## src/rtl/rsa_uart_pkg.sv

```systemverilog
// Shared types and helpers for the RSA result UART transmitter.
package rsa_uart_pkg;

    typedef enum logic [2:0] {
        IDLE,
        START,
        DATA,
        STOP,
        NEXT
    } state_t;

    localparam logic [7:0] ASCII_CR = 8'h0D;
    localparam logic [7:0] ASCII_LF = 8'h0A;

    // Integer floor of clock cycles per bit period.
    function automatic int clks_per_bit(input int clk_freq, input int baud);
        return clk_freq / baud;
    endfunction

    // Uppercase ASCII hex digit for one nibble.
    function automatic logic [7:0] nibble_to_ascii(input logic [3:0] nib);
        if (nib < 4'd10)
            return 8'h30 + {4'h0, nib};
        else
            return 8'h37 + {4'h0, nib};
    endfunction

endpackage

```

## src/rtl/rsa_uart_tx_byte.sv

```systemverilog
// 8N1 framer for a single character. tx_done marks the final cycle of the
// stop bit; a tx_start seen in that cycle chains the next frame with no gap.
//
//   state | meaning
//   IDLE  | line high, waiting for tx_start
//   START | start bit (low) for CLKS_PER_BIT cycles
//   DATA  | 8 data bits, LSB first, CLKS_PER_BIT cycles each
//   STOP  | stop bit (high) for CLKS_PER_BIT cycles
//   NEXT  | zero-cycle decision, resolved in the last STOP cycle; never held
module uart_tx_byte
    import rsa_uart_pkg::*;
#(
    parameter int CLKS_PER_BIT = 868
) (
    input  logic       clk,
    input  logic       reset,
    input  logic       tx_start,
    input  logic [7:0] tx_byte,
    output logic       tx_busy,
    output logic       tx_done,
    output logic       uart_txd
);

    localparam int CW = (CLKS_PER_BIT > 1) ? $clog2(CLKS_PER_BIT) : 1;
    localparam logic [CW-1:0] BAUD_LAST = CW'(CLKS_PER_BIT - 1);

    state_t        state;
    logic [CW-1:0] baud_cnt;
    logic [2:0]    bit_cnt;
    logic [7:0]    shreg;
    logic          baud_end;

    // Bit-period boundary and frame-status decode.
    always_comb begin
        baud_end = (baud_cnt == BAUD_LAST);
        tx_done  = (state == STOP) && baud_end;
        tx_busy  = (state != IDLE);
    end

    // Frame sequencer; the line is driven straight from a flop.
    always_ff @(posedge clk) begin
        if (reset) begin
            state    <= IDLE;
            baud_cnt <= '0;
            bit_cnt  <= '0;
            shreg    <= '0;
            uart_txd <= 1'b1;
        end else begin
            case (state)
                IDLE: begin
                    if (tx_start) begin
                        state    <= START;
                        shreg    <= tx_byte;
                        baud_cnt <= '0;
                        bit_cnt  <= '0;
                        uart_txd <= 1'b0;
                    end
                end
                START: begin
                    if (baud_end) begin
                        baud_cnt <= '0;
                        state    <= DATA;
                        uart_txd <= shreg[0];
                    end else begin
                        baud_cnt <= baud_cnt + CW'(1);
                    end
                end
                DATA: begin
                    if (baud_end) begin
                        baud_cnt <= '0;
                        if (bit_cnt == 3'd7) begin
                            state    <= STOP;
                            bit_cnt  <= '0;
                            uart_txd <= 1'b1;
                        end else begin
                            bit_cnt  <= bit_cnt + 3'd1;
                            shreg    <= {1'b0, shreg[7:1]};
                            uart_txd <= shreg[1];
                        end
                    end else begin
                        baud_cnt <= baud_cnt + CW'(1);
                    end
                end
                STOP: begin
                    if (baud_end) begin
                        baud_cnt <= '0;
                        if (tx_start) begin
                            state    <= START;
                            shreg    <= tx_byte;
                            uart_txd <= 1'b0;
                        end else begin
                            state    <= IDLE;
                            uart_txd <= 1'b1;
                        end
                    end else begin
                        baud_cnt <= baud_cnt + CW'(1);
                    end
                end
                default: begin
                    state    <= IDLE;
                    uart_txd <= 1'b1;
                end
            endcase
        end
    end

endmodule

```

## src/rtl/rsa_uart_tx.sv

```systemverilog
// Serializes a 2*WIDTH-bit RSA result onto uart_txd, most significant
// character first. Define RSA_TX_HEX_EN to send uppercase ASCII hex
// followed by CR LF instead of raw bytes.
module rsa_uart_tx
    import rsa_uart_pkg::*;
#(
    parameter int WIDTH        = 32,
    parameter int CLK_FREQ     = 100_000_000,
    parameter int BAUD         = 115200,
    parameter int CLKS_PER_BIT = clks_per_bit(CLK_FREQ, BAUD)
) (
    input  logic               clk,
    input  logic               reset,
    input  logic               start,
    input  logic [2*WIDTH-1:0] data,
    output logic               uart_txd,
    output logic               busy,
    output logic               done
);

    localparam int WBITS = 2 * WIDTH;
`ifdef RSA_TX_HEX_EN
    localparam int NCHAR = WBITS / 4 + 2;
`else
    localparam int NCHAR = WBITS / 8;
`endif
    localparam int IW = $clog2(NCHAR + 1);

    logic [WBITS-1:0] word_buf;
    logic [IW-1:0]    char_idx;
    logic             accept;
    logic             last_char;
    logic             tx_start;
    logic             tx_busy;
    logic             tx_done;
    logic [7:0]       tx_byte;

    // Character idx of the word, counting from the most significant end.
    function automatic logic [7:0] char_of(input logic [WBITS-1:0] w, input int idx);
        logic [WBITS-1:0] sh;
`ifdef RSA_TX_HEX_EN
        sh = w >> (WBITS - 4 - 4 * idx);
        if (idx < WBITS / 4)
            return nibble_to_ascii(sh[3:0]);
        else if (idx == WBITS / 4)
            return ASCII_CR;
        else
            return ASCII_LF;
`else
        sh = w >> (WBITS - 8 - 8 * idx);
        return sh[7:0];
`endif
    endfunction

    // Acceptance excludes the done cycle; mid-word the next character is
    // handed to the framer in its last stop cycle so frames abut.
    always_comb begin
        accept    = start && !busy && !done && !tx_busy;
        last_char = (char_idx == IW'(NCHAR - 1));
        tx_start  = accept || (busy && tx_done && !last_char);
        if (accept)
            tx_byte = char_of(data, 0);
        else
            tx_byte = char_of(word_buf, last_char ? 0 : int'(char_idx) + 1);
    end

    // Word buffer, character counter and completion flags.
    always_ff @(posedge clk) begin
        if (reset) begin
            word_buf <= '0;
            char_idx <= '0;
            busy     <= 1'b0;
            done     <= 1'b0;
        end else begin
            done <= 1'b0;
            if (accept) begin
                word_buf <= data;
                char_idx <= '0;
                busy     <= 1'b1;
            end else if (busy && tx_done) begin
                if (last_char) begin
                    busy     <= 1'b0;
                    done     <= 1'b1;
                    char_idx <= '0;
                end else begin
                    char_idx <= char_idx + IW'(1);
                end
            end
        end
    end

    uart_tx_byte #(
        .CLKS_PER_BIT(CLKS_PER_BIT)
    ) u_framer (
        .clk     (clk),
        .reset   (reset),
        .tx_start(tx_start),
        .tx_byte (tx_byte),
        .tx_busy (tx_busy),
        .tx_done (tx_done),
        .uart_txd(uart_txd)
    );

endmodule

```

## config.mk

```make
export PLATFORM = sky130hd
export DESIGN_NAME = rsa_uart_tx
export DESIGN_NICKNAME = d
export VERILOG_FILES = /design/src/rtl/rsa_uart_pkg.sv /design/src/rtl/rsa_uart_tx_byte.sv /design/src/rtl/rsa_uart_tx.sv
export SDC_FILE = /design/constraint.sdc
export NUM_CORES = 1
export LEC_CHECK = 0
export CAP_MARGIN = 20
export CORE_ASPECT_RATIO = 1.2
export CORE_MARGIN = 4
export CORE_UTILIZATION = 58
export DETAILED_ROUTE_END_ITERATION = 12
export GPL_ROUTABILITY_DRIVEN = 0
export PLACE_DENSITY = 0.85
export SETUP_SLACK_MARGIN = 0.15
export SYNTH_ARGS = -nofsm -noshare
export SYNTH_HDL_FRONTEND = slang
export SYNTH_SLANG_ARGS = --single-unit
```

## constraint.sdc

```tcl
create_clock -name clk -period 6.7 [get_ports clk]
set_input_delay 0.67 -clock clk [delete_from_list [all_inputs] [get_ports clk]]
set_output_delay 0.67 -clock clk [all_outputs]
set_load 0.02 [all_outputs]
```

Word-level counts from Yosys, hierarchy flattened
Index checks and enable logic that the tools add are counted.

Register bits after elaboration: 95. Bits in latches: 0. RAM bits: 0. Memory bits (read-only): 0. Input port bits: 67. Logic and storage cells: 88. Memories: 0.

Add/subtract/negate cells: 5. $mul: 0. Divide/modulo/power cells: 0. Order comparisons: 0. Equal/unequal tests: 12. Shift-type cells: 1. Muxes and demuxes: 33. Bitwise logic cells: 1. Reduce and logical (&&, ||, !) cells: 27.

Operators with widths (count): right shift 64 x 32 -> 8 bit (1); 2-to-1 mux 8 bit (5); 2-to-1 mux 3 bit (8); case mux 8 bit (3 select lines) (1); 2-to-1 mux 10 bit (2); case mux 10 bit (2 select lines) (1); case mux 3 bit (4 select lines) (1); 2-to-1 mux 1 bit (11); adder 10 x 1 -> 10 bit, second input constant (1); equality test 10 bit, second input constant (1); subtractor 6 x 8 -> 9 bit, first input constant (1); != test 2 x 1 -> 1 bit, second input constant (4); AND reduction 4 bit (2); nonzero test 2 bit (4); equality test 3 x 2 -> 1 bit, second input constant (2); logical AND 1 bit (6); case mux 3 bit (2 select lines) (1); nonzero test 3 bit (2); OR reduction 3 bit (2); adder 4 x 1 -> 5 bit, second input constant (1); 2-to-1 mux 5 bit (1); AND reduction 5 bit (1); adder 4 x 1 -> 4 bit, second input constant (1); equality test 4 x 3 -> 1 bit, second input constant (1); 13 further kinds (18).

Longest topological paths before layout
Gate-level depths: netlist (run 1).

Word-level depth: 8. Mapped depth: 10.

Modules after synthesis
From an unflattened synthesis (run 1), not the netlist that was laid out.

Cells, all modules: 574. Area, all modules: 4658.2 µm².

By module, submodules not included: rsa_uart_tx (instances 1, cells an instance 412, area an instance 3260.6 µm²); uart_tx_byte (instances 1, cells an instance 162, area an instance 1397.6 µm²).

Worst setup path before layout (run 1)
OpenSTA, ideal clock, no wires.

Path type: register -> register. Start point: reg char_idx[1]. End point: reg u_framer.uart_txd. Arrival time: 2.103 ns. Slack: 4.477 ns. Cell stages (with the launch flop): 10. Path through: dfxtp_1 > ha_1 > clkbuf_1 > and3b_1 > buf_2 > or4_4 > buf_6 > a32oi_1 > a31oi_1 > a211o_1.

Longest elaborated chain between the ends: 7. Elaborated cells on any way between the ends: 9. Classes of those cells: eq/ne: 2; mux: 3; reduce/logical: 4.

Ends and longest elaborated chain: start: declaration (RTL line rsa_uart_tx.sv:30) `logic [IW-1:0] char_idx;`; start signal: assignment (RTL line rsa_uart_tx.sv:86) `char_idx <= char_idx + IW'(1);`; equality test 4 x 3 -> 1 bit * (RTL line rsa_uart_tx.sv:59) `last_char = (char_idx == IW'(NCHAR - 1));`; zero test 1 bit * (RTL line rsa_uart_tx.sv:60) `tx_start = accept || (busy && tx_done && !last_char);`; logical AND 1 bit * (RTL line rsa_uart_tx.sv:60); logical OR 1 bit * (RTL line rsa_uart_tx.sv:60); 2-to-1 mux 1 bit (RTL line rsa_uart_tx_byte.sv:87) `if (tx_start) begin`; 2-to-1 mux 1 bit (RTL line rsa_uart_tx_byte.sv:85) `if (baud_end) begin`; case mux 1 bit (4 select lines) (RTL line rsa_uart_tx_byte.sv:49) `case (state)`; end signal: assignment (RTL line rsa_uart_tx_byte.sv:63) `uart_txd <= shreg[0];`; end signal: assignment (RTL line rsa_uart_tx_byte.sv:78) `uart_txd <= shreg[1];`; end: declaration (RTL line rsa_uart_tx_byte.sv:21) `output logic uart_txd`.

Every way passes the cells marked *; elsewhere a longest branch is shown, timed or not. The select of a mux whose other input is x is not followed. A chain may end at the register's enable or synchronous reset.

Final worst setup path (run 1)
Start point: reg char_idx[0]. End point: reg u_framer.shreg[6].

Longest elaborated chain between the ends: 8. Elaborated cells on any way between the ends: 12. Classes of those cells: add/sub: 2; eq/ne: 1; shift: 1; mux: 5; reduce/logical: 3.

Ends and longest elaborated chain: adder 4 x 1 -> 5 bit / equality test 4 x 3 -> 1 bit (equally long branches) (RTL line rsa_uart_tx.sv:64, rsa_uart_tx.sv:59); 2-to-1 mux 5 bit (RTL line rsa_uart_tx.sv:64) `tx_byte = char_of(word_buf, last_char ? 0 : int'(char_idx) + 1);`; subtractor 6 x 8 -> 9 bit (RTL line rsa_uart_tx.sv:50) `sh = w >> (WBITS - 8 - 8 * idx);`; right shift 64 x 32 -> 8 bit (RTL line rsa_uart_tx.sv:50); 2-to-1 mux 8 bit (RTL line rsa_uart_tx.sv:61) `if (accept)`; 2-to-1 mux 8 bit * (RTL line rsa_uart_tx_byte.sv:51, rsa_uart_tx_byte.sv:87); 2-to-1 mux 8 bit (RTL line rsa_uart_tx_byte.sv:85); case mux 8 bit (3 select lines) * (RTL line rsa_uart_tx_byte.sv:49); end signal: assignment (RTL line rsa_uart_tx_byte.sv:53) `shreg <= tx_byte;`; end signal: assignment (RTL line rsa_uart_tx_byte.sv:77) `shreg <= {1'b0, shreg[7:1]};`; end signal: assignment (RTL line rsa_uart_tx_byte.sv:89) `shreg <= tx_byte;`; end: declaration (RTL line rsa_uart_tx_byte.sv:30) `logic [7:0] shreg;`.

Marks and branches as above.

==> impl_metrics.ini, run 1 <==
[pwr]
p_leak_nw = 1.94
p_per_area_nw_per_um2 = 301
switching_share_pct = 37.2
intPower_mw = 1.05
clockPowerShare_pct = 22.7
power_frac_comb_pct = 34.9
p_switching_mw = 0.621
power_mw = 1.67
vdd_drop_max_mv = 0.152
seqPwrFrac_pct = 42.4

[setup_path]
r2r-start = char_idx[0]
crit_buf_inv = 0
cpMaxStageDelayCell = dfxtp_1
crit_path_max_incr_delay_ns = 0.72
crit_required_ns = 6.92
arrival_ns = 3.45
cp-end-kind = flip-flop
rrSetupSlack_ns = 3.46
cp_top_family = simple AND/OR/NAND/NOR gates
crit_path_start_kind = flip-flop
worstPathCellList = ha_1 > nand3b_1 > nand2_1 > mux2_2 > a211oi_1 > o32ai_1
reg2reg_depth = 6
crit_fanout = 17
reg2reg_to = u_framer.shreg[6]
crit_type = reg2reg

[route]
avgRoutedWirePerCell_um = 16.8
drtAntennaViolNets = 0
firstDrtPassIters = 6
drtIter0Drc = 356
drc = 0
via_per_inst = 6.23
wirelength_um = 12200
vias = 4540

[final_layout]
area_growth_pct = 18.4
postLayoutCoreUtil_pct = 71.5
fin_area_um2 = 5540
drive_gt1_share_pct = 6.44
fin_nets = 708
fillers = 630
antenna_cells = 0

[hold_path]
hold_path_class = reg2reg
min_to = word_buf[62]
whs_path_depth = 2
hold_start = word_buf[62]

[grt]
grt_use_met2_pct = 45.5
grt.overflow.total = 0
gr-usage-met1_pct = 29.0
antenna_found_initial = 0
grtUsageMet3_pct = 4.03
top_usage_layer = met2
grt_pass1_wl_um = 20100
grt_max_degree = 84
grt.total_usage_pct = 25.3
grt_pass1_vias = 4491

[synthesis]
syn_nets = 666
synth_area_leader_cell = dfxtp_1
avgSynthCellArea_um2 = 7.93
yosysWarnings = 0
yosys.area.top_type_share_pct = 40.2
synthTopCellsByArea = dfxtp_1 40%, nand2_1 12%, a21oi_1 8.4%, mux2i_1 2.8%, clkbuf_1 2.7%
yosys.cell_count.top_type = nand2_1
syn_inst = 590
yosys-top-cells-count = 152 x nand2_1, 94 x dfxtp_1, 79 x a21oi_1
netlist_area_um2 = 4680
synth_top_flop_cell = dfxtp_1
synth_edf_count = 0
yosysSeqAreaShare_pct = 40.2
yosys.cell_types.count = 64
ys_ff_latch = 94
synthArstFlopShare_pct = 0

[floorplanning]
die_h_um = 106
fp.dieW_um = 90.0
ios = 70
dieArea_um2 = 9580
core_area_um2 = 7750
num_rows = 35
start_util_pct = 60.4

[run]
drv_cap = 0

[timing]
max_slew_margin_pct = 45.9
fin_skew_ns = 0.0112
finalHoldViolations = 0
fin_tns_setup_ns = 0
max_freq_mhz = 309
finalCritPeriodShare_pct = 48.3
timing.hold.ws_ns = 0.457
setup_violations = 0
worst_pin_slew_ns = 0.811
slew_violations = 0
rsz0062_at_grt = false
layout_min_cycle_time_ns = 3.24

[cts]
clock-sinks = 94
clk_latency_ns = 0.36
cts_buffers = 9
post_cts_buffers = 0
cts.hold.buffers_added = 0
cts_buffer_depth = 2
clk_pin_slew_ns = 0.09
cts_tree = yes
cts_root_buffer = clkbuf_8
cts_resized = 0
h-tree-depth = 3

[outcome]
status = complete, no violations

[placement]
io_buffer_count = 69
placement.cell_area_um2 = 5350
hpwlAfterDp_um = 8650
==> tightest hold or removal path: cells and delay by family (launching register included) <==
family | cells | cell delay, ns
DFF | 1 | 0.32
AOI/OAI and AO/OA | 1 | 0.05
and+or+nand+nor | 1 | 0.05
==> per-stage QoR <==
stage / setup slack (ns) / instances
final: 3.46 / 729
after global routing: 3.27 / 729
after CTS: 3.55 / 729
after detailed placement: 3.50 / 713
after global placement: 3.59 / 713
after floorplan: 4.48 / 590
==> area by class of cell <==
cell class	instances	area (um2)	area share [%]
clock buffers	9	124	2.24
clock inverters	7	71.3	1.29
inverters	18	67.6	1.22
multi-input cells	436	2570	46.3
flip-flops and latches	94	1880	34.0
well taps	92	115	2.08
repair buffers	73	716	12.9
==> cells by family (layout without fill, tap and decap cells) <==
family                     Yosys count  in the layout  share of synthesized area, %
buffers and inverters               60            107                          5.40
AOI/OAI and AO/OA                  164            164                          22.7
and+or+nand+nor                    234            234                          22.9
muxes                               21             21                          4.95
xor gates and xnor gates             8              8                          1.50
adders and majority gates            9              9                          2.41
DFF                                 94             94                          40.2
==> cells in the final DEF (no fill, tap or decap), drive strengths merged, types with 10 or more instances in the layout <==
cell           Yosys  layout
nand2            152     152
dfxtp             94      94
a21oi             79      79
clkdlybuf4s50      0      68
nand3             22      22
inv               17      19
o21ai             17      17
nor2              16      16
mux2i             13      13
o211ai            10      10
==> routing by layer <==
metal | part of all wire (%) | vias to the layer above
li1 | - | 2176
met1 | 38 | 2142
met2 | 52 | 175
met3 | 5.9 | 47
met4 | 3.6 | 0
met5 | 0 | -
==> how the worst max path moves through the flow <==
stage,from,to,slack (ns),depth (start not counted)
3_3_place_gp,start,u_framer.shreg[1],3.59,6
5_1_grt,char_idx[0],u_framer.shreg[6],3.27,6
6_report,char_idx[0],u_framer.shreg[6],3.46,6
4_1_cts,char_idx[0],u_framer.shreg[6],3.55,6
3_5_place_dp,start,u_framer.shreg[3],3.50,6
2_1_floorplan,char_idx[1],u_framer.uart_txd,4.48,9
==> registers in the layout, indices dropped and copies added (netlist names) <==
register	count
u_framer.baud_cnt	10
word_buf	64
u_framer.state	2
u_framer.uart_txd	1
u_framer.bit_cnt	3
busy	1
done	1
char_idx	4
u_framer.shreg	8
==> power by group through the flow <==
stage	clock network (mW)	logic [mW]	registers [mW]
global route	0.409	0.646	0.716
global placement	0	0.557	0.713
floorplan	0	0.432	0.701
finish	0.379	0.583	0.707
CTS	0.386	0.578	0.704
detailed placement	0	0.577	0.717
Power figures use the tool's default switching activity.
==> run 2: changes to the inputs <==
Settings changed: CORE_UTILIZATION 58 to 54, PLACE_DENSITY 0.85 to 0.8.
Clock period 6.7 ns to 3.2 ns, I/O delays scaled along.
==> run 2 against run 1 <==
Flip-flop and latch count unchanged. Setup slack worse by 2.8 ns. Register-to-register slack worse by 2.8 ns. Clock power up 120%. Core utilization down 3.5 points. Non-clock buffer count up 6. Clock skew down 0.0013 ns. Count of clock-buffer cells in the layout up 1.
==> impl_metrics.ini, run 2 (same netlist as run 1, synthesis figures left out) <==
[setup_path]
r2r-start = u_framer.state[0]
cp_num_cells = 7
crit_buf_inv = 2
reg2reg_depth = 7
crit_fanout = 83
cp_top_family = compound AO/OA/AOI/OAI gates
crit_type = reg2reg
crit_path_max_incr_delay_ns = 0.61
reg2reg_to = u_framer.shreg[4]
crit_required_ns = 3.47
crit_path_start_kind = flip-flop
worstPathCellList = inv_1 > ha_1 > nor4bb_4 > buf_12 > o21ai_0 > o221ai_1 > o32ai_1
cpMaxStageDelayCell = o21ai_0
cp-end-kind = flip-flop
arrival_ns = 2.81
setup.worst_path.end = u_framer.shreg[4]
startpoint = u_framer.state[0]
rrSetupSlack_ns = 0.66

[final_layout]
final_common_cell = nand2_1
most-common-layout-cells = 152 x nand2_1, 94 x dfxtp_1, 79 x a21oi_1, 68 x clkdlybuf4s50_1, 22 x nand3_1
drive_gt1_share_pct = 7.31
fin_cells = 757
regMostFlops = word_buf
top_regs = word_buf: 64 flops, u_framer.baud_cnt: 10 flops, u_framer.shreg: 8 flops
antenna_cells = 0
largest_reg_flops = 64
fillers = 734
area_growth_pct = 20.4
fin_nets = 714

[hold_path]
whs_path_depth = 2
hold_path_class = reg2reg

[placement]
dp.cells = 741
io_buffer_count = 69
hpwlAfterDp_um = 8980

[timing]
layout_min_cycle_time_ns = 2.54
fin_tns_setup_ns = 0
finalCritPeriodShare_pct = 79.4
worst_pin_slew_ns = 0.790
max_freq_mhz = 394
max_slew_margin_pct = 47.3
setup_violations = 0
rsz0062_at_grt = false
fin_skew_ns = 0.00985
slew_violations = 0
finalHoldViolations = 0

[pwr]
p_leak_nw = 1.98
intPower_mw = 2.23
clockPowerShare_pct = 23.2
p_per_area_nw_per_um2 = 629
switching_share_pct = 37.0
vdd_drop_max_mv = 0.330
power_frac_comb_pct = 35.2
p_switching_mw = 1.31
seqPwrFrac_pct = 41.6

[cts]
h-tree-depth = 3
clk_latency_ns = 0.37
clock-sinks = 94
cts_tree = yes
cts_buffer_depth = 2
cts_buffers = 9
post_cts_buffers = 0
cts_resized = 0
cts.hold.buffers_added = 0
cts_root_buffer = clkbuf_8
clk_pin_slew_ns = 0.09

[floorplanning]
num_rows = 36
core_area_um2 = 8290
die_h_um = 110
fp.dieW_um = 93.0
start_util_pct = 56.5
ios = 70
dieArea_um2 = 10200

[route]
vias = 4553
avgRoutedWirePerCell_um = 16.5
firstDrtPassIters = 6
drtAntennaViolNets = 0
wirelength_um = 12500
via_per_inst = 6.01
drc = 0
drtIter0Drc = 359

[grt]
grt_use_met2_pct = 44.3
grt_pass1_wl_um = 20300
grt_pass1_vias = 4259
grt.total_usage_pct = 24.9
antenna_found_initial = 0
gr-usage-met1_pct = 29.5
grtUsageMet3_pct = 3.80
grt_max_degree = 84
grt.overflow.total = 0
top_usage_layer = met2

[outcome]
status = complete, no violations

[run]
drv_cap = 0
[run 2: layer usage]
layer  routed length (um)  vias to the layer above
li1                     -                     2188
met1                 4880                     2166
met2                 6490                      168
met3                  749                       31
met4                  359                        0
met5                    0                        -
[run 2: worst min-delay path by stage]
| stage | startpoint | endpoint |
|---|---|---|
| after floorplan | word_buf[39] | word_buf[39] |
| after global placement | word_buf[57] | word_buf[57] |
| after detailed placement | word_buf[3] | word_buf[3] |
| after CTS | word_buf[3] | word_buf[3] |
| after global routing | data[5] | word_buf[5] |
| final | word_buf[41] | word_buf[41] |
[run 2: per-stage QoR]
step / hold WS, ns / instance area, um2 / utilization [%] / setup WS [ns] / total power, mW
floorplan: 0.431 / 4680 / - / 0.977 / 2.37
global placement: 0.438 / 5430 / 65.5 / 0.805 / 2.68
detailed placement: 0.443 / 5430 / 65.5 / 0.670 / 2.73
CTS: 0.458 / 5640 / 68.0 / 0.685 / 3.55
global route: 0.474 / 5640 / 68.0 / 0.443 / 3.75
finish: 0.458 / 5640 / 68.0 / 0.659 / 3.54
[run 2: worst min-delay path, stage by stage, from the launching register on]
cell and delay, ns:
dfxtp_1 0.32, nand2_1 0.05, a21oi_1 0.05
[run 2: layout make-up]
type                            instances  area, um2  share of cell area (%)
Sequential cell                        94       1880                    33.4
Clock inverter                          6       66.3                    1.18
Timing Repair Buffer                   79        773                    13.7
Tap cell                              114        143                    2.53
Inverter                               18       67.6                    1.20
Multi-Input combinational cell        436       2570                    45.5
Clock buffer                           10        138                    2.44
[run 2: power by group through the flow]
| stage | logic [mW] | registers (mW) | clock network [mW] |
|---|---|---|---|
| 5_1_grt | 1.38 | 1.49 | 0.873 |
| 2_1_floorplan | 0.905 | 1.47 | 0 |
| 3_5_place_dp | 1.23 | 1.50 | 0 |
| 3_3_place_gp | 1.19 | 1.49 | 0 |
| 4_1_cts | 1.24 | 1.47 | 0.835 |
| 6_report | 1.25 | 1.47 | 0.823 |
==> run 3: changes to the inputs <==
Settings changed: CORE_UTILIZATION 54 to 49, PLACE_DENSITY 0.8 to 0.76.
Clock period 3.2 ns to 2.2 ns, I/O delays scaled along.
==> run 3 against run 2 <==
Combinational power is 78% higher. Flip-flop and latch count stayed put. Register-to-register slack worse by 0.52 ns. Via count is 5.5% higher. Count of clock-buffer cells in the layout stayed put. Largest cell class unchanged.
==> impl_metrics.ini, run 3 (same netlist as run 1, synthesis figures left out) <==
[timing]
max_freq_mhz = 485
rsz0062_at_grt = true
slew_violations = 0
setup_ws_ns = 0.137
setup_violations = 0
worst_pin_slew_ns = 0.601
finalHoldViolations = 0
finalCritPeriodShare_pct = 93.8
fin_tns_setup_ns = 0
max_slew_margin_pct = 59.9
layout_min_cycle_time_ns = 2.06
fin_skew_ns = 0.0108

[final_layout]
area_growth_pct = 31.6
regMostFlops = word_buf
largest_reg_flops = 64
top_regs = word_buf: 64 flops, u_framer.baud_cnt: 10 flops, u_framer.shreg: 8 flops
antenna_cells = 0
final_common_cell = nand2_1
most-common-layout-cells = 150 x nand2_1, 85 x dfxtp_1, 78 x a21oi_1, 68 x clkdlybuf4s50_1, 51 x buf_4
fin_cells = 809
drive_gt1_share_pct = 17.7
fin_area_um2 = 6160
fin_nets = 760

[cts]
cts_tree = yes
cts_buffer_depth = 2
clock-sinks = 94
clk_pin_slew_ns = 0.09
cts_root_buffer = clkbuf_8
h-tree-depth = 3
cts_buffers = 9
cts.hold.buffers_added = 0
clk_latency_ns = 0.36

[pwr]
p_per_area_nw_per_um2 = 899
p_leak_nw = 2.22
switching_share_pct = 37.0
power_frac_comb_pct = 40.0
clockPowerShare_pct = 20.9
seqPwrFrac_pct = 39.0
power_mw = 5.54
intPower_mw = 3.49
p_switching_mw = 2.05
vdd_drop_max_mv = 0.530

[grt]
grt_pass1_vias = 4437
grt.overflow.total = 0
antenna_found_initial = 0
grt_max_degree = 50
grt.total_usage_pct = 22.6
grt_pass1_wl_um = 20700

[route]
vias = 4804
drtAntennaViolNets = 0
drtIter0Drc = 399
wirelength_um = 13500
via_per_inst = 5.94
avgRoutedWirePerCell_um = 16.7
met1Wirelength_um = 5130
drc = 0
dr_wl_met2_um = 7050
route.met3.wl_um = 834
firstDrtPassIters = 6
top_layer = met4

[floorplanning]
die_h_um = 115
ios = 70
start_util_pct = 51.0
dieArea_um2 = 11200
core_area_um2 = 9180
fp.dieW_um = 97.2
num_rows = 38

[setup_path]
arrival_ns = 2.36
cp-end-kind = flip-flop
crit_required_ns = 2.50
crit_type = reg2reg
crit_path_start_kind = flip-flop
crit_fanout = 9

[outcome]
status = complete, no violations

[hold_path]
hold_path_class = in2reg

[placement]
dp_slack_ns = -0.0570
placement.cell_area_um2 = 5690
io_buffer_count = 69
dp.cells = 777
hpwlAfterDp_um = 9560

[run]
drv_cap = 0
run 3: layout make-up:
| cell class | count | area (um2) |
|---|---|---|
| clock buffers | 10 | 128 |
| clock inverters | 6 | 68.8 |
| fillers | 760 | 3010 |
| inverters | 18 | 67.6 |
| multi-input cells | 436 | 2690 |
| flip-flops and latches | 94 | 1900 |
| well taps | 120 | 150 |
| repair buffers | 125 | 1160 |
run 3: through the flow:
step	utilization (%)	hold slack, ns
after floorplan	-	0.356
after global placement	62.0	0.441
after detailed placement	62.0	0.447
after CTS	64.7	0.320
after global routing	67.2	0.384
final	67.2	0.348
run 3: worst max-delay path, cell delays in order (launching register included):
cell	delay [ns]
dfxtp_2	0.36
ha_4	0.19
and3b_2	0.27
nor4_4	0.28
buf_4	0.18
o21ai_4	0.08
or4_4	0.52
a21oi_1	0.14
run 3: power by group through the flow:
stage	combinational [mW]	clock, mW	sequential (mW)
after floorplan	1.32	0	2.13
after global placement	1.92	0	2.16
after detailed placement	1.97	0	2.18
after CTS	2.01	1.18	2.14
after global routing	2.41	1.26	2.19
final	2.22	1.16	2.16
run 3: final timing paths:
check / from / depth (start not counted) / endpoint / slack [ns]
worst max-delay path: char_idx[1] / 7 / u_framer.baud_cnt[7] / 0.14
worst max register to register: char_idx[1] / 7 / u_framer.baud_cnt[7] / 0.14
worst min register to register: word_buf[41] / 2 / word_buf[41] / 0.46
worst min-delay path: reset / 2 / busy / 0.35
run 3: timing repair:
item / in CTS / in global routing
buffers inserted: 2 / 13
pin swaps: 4 / 10
resized for setup: 8 / 33
cloned: 0 / 1
endpoints found under the setup margin: 18 / 16
run 3: layer usage:
| metal | vias to the layer above | global-route usage [%] |
|---|---|---|
| li1 | 2286 | - |
| met1 | 2246 | 26.1 |
| met2 | 220 | 42.0 |
| met3 | 52 | 3.76 |
| met4 | 0 | 8.59 |
| met5 | - | 0 |
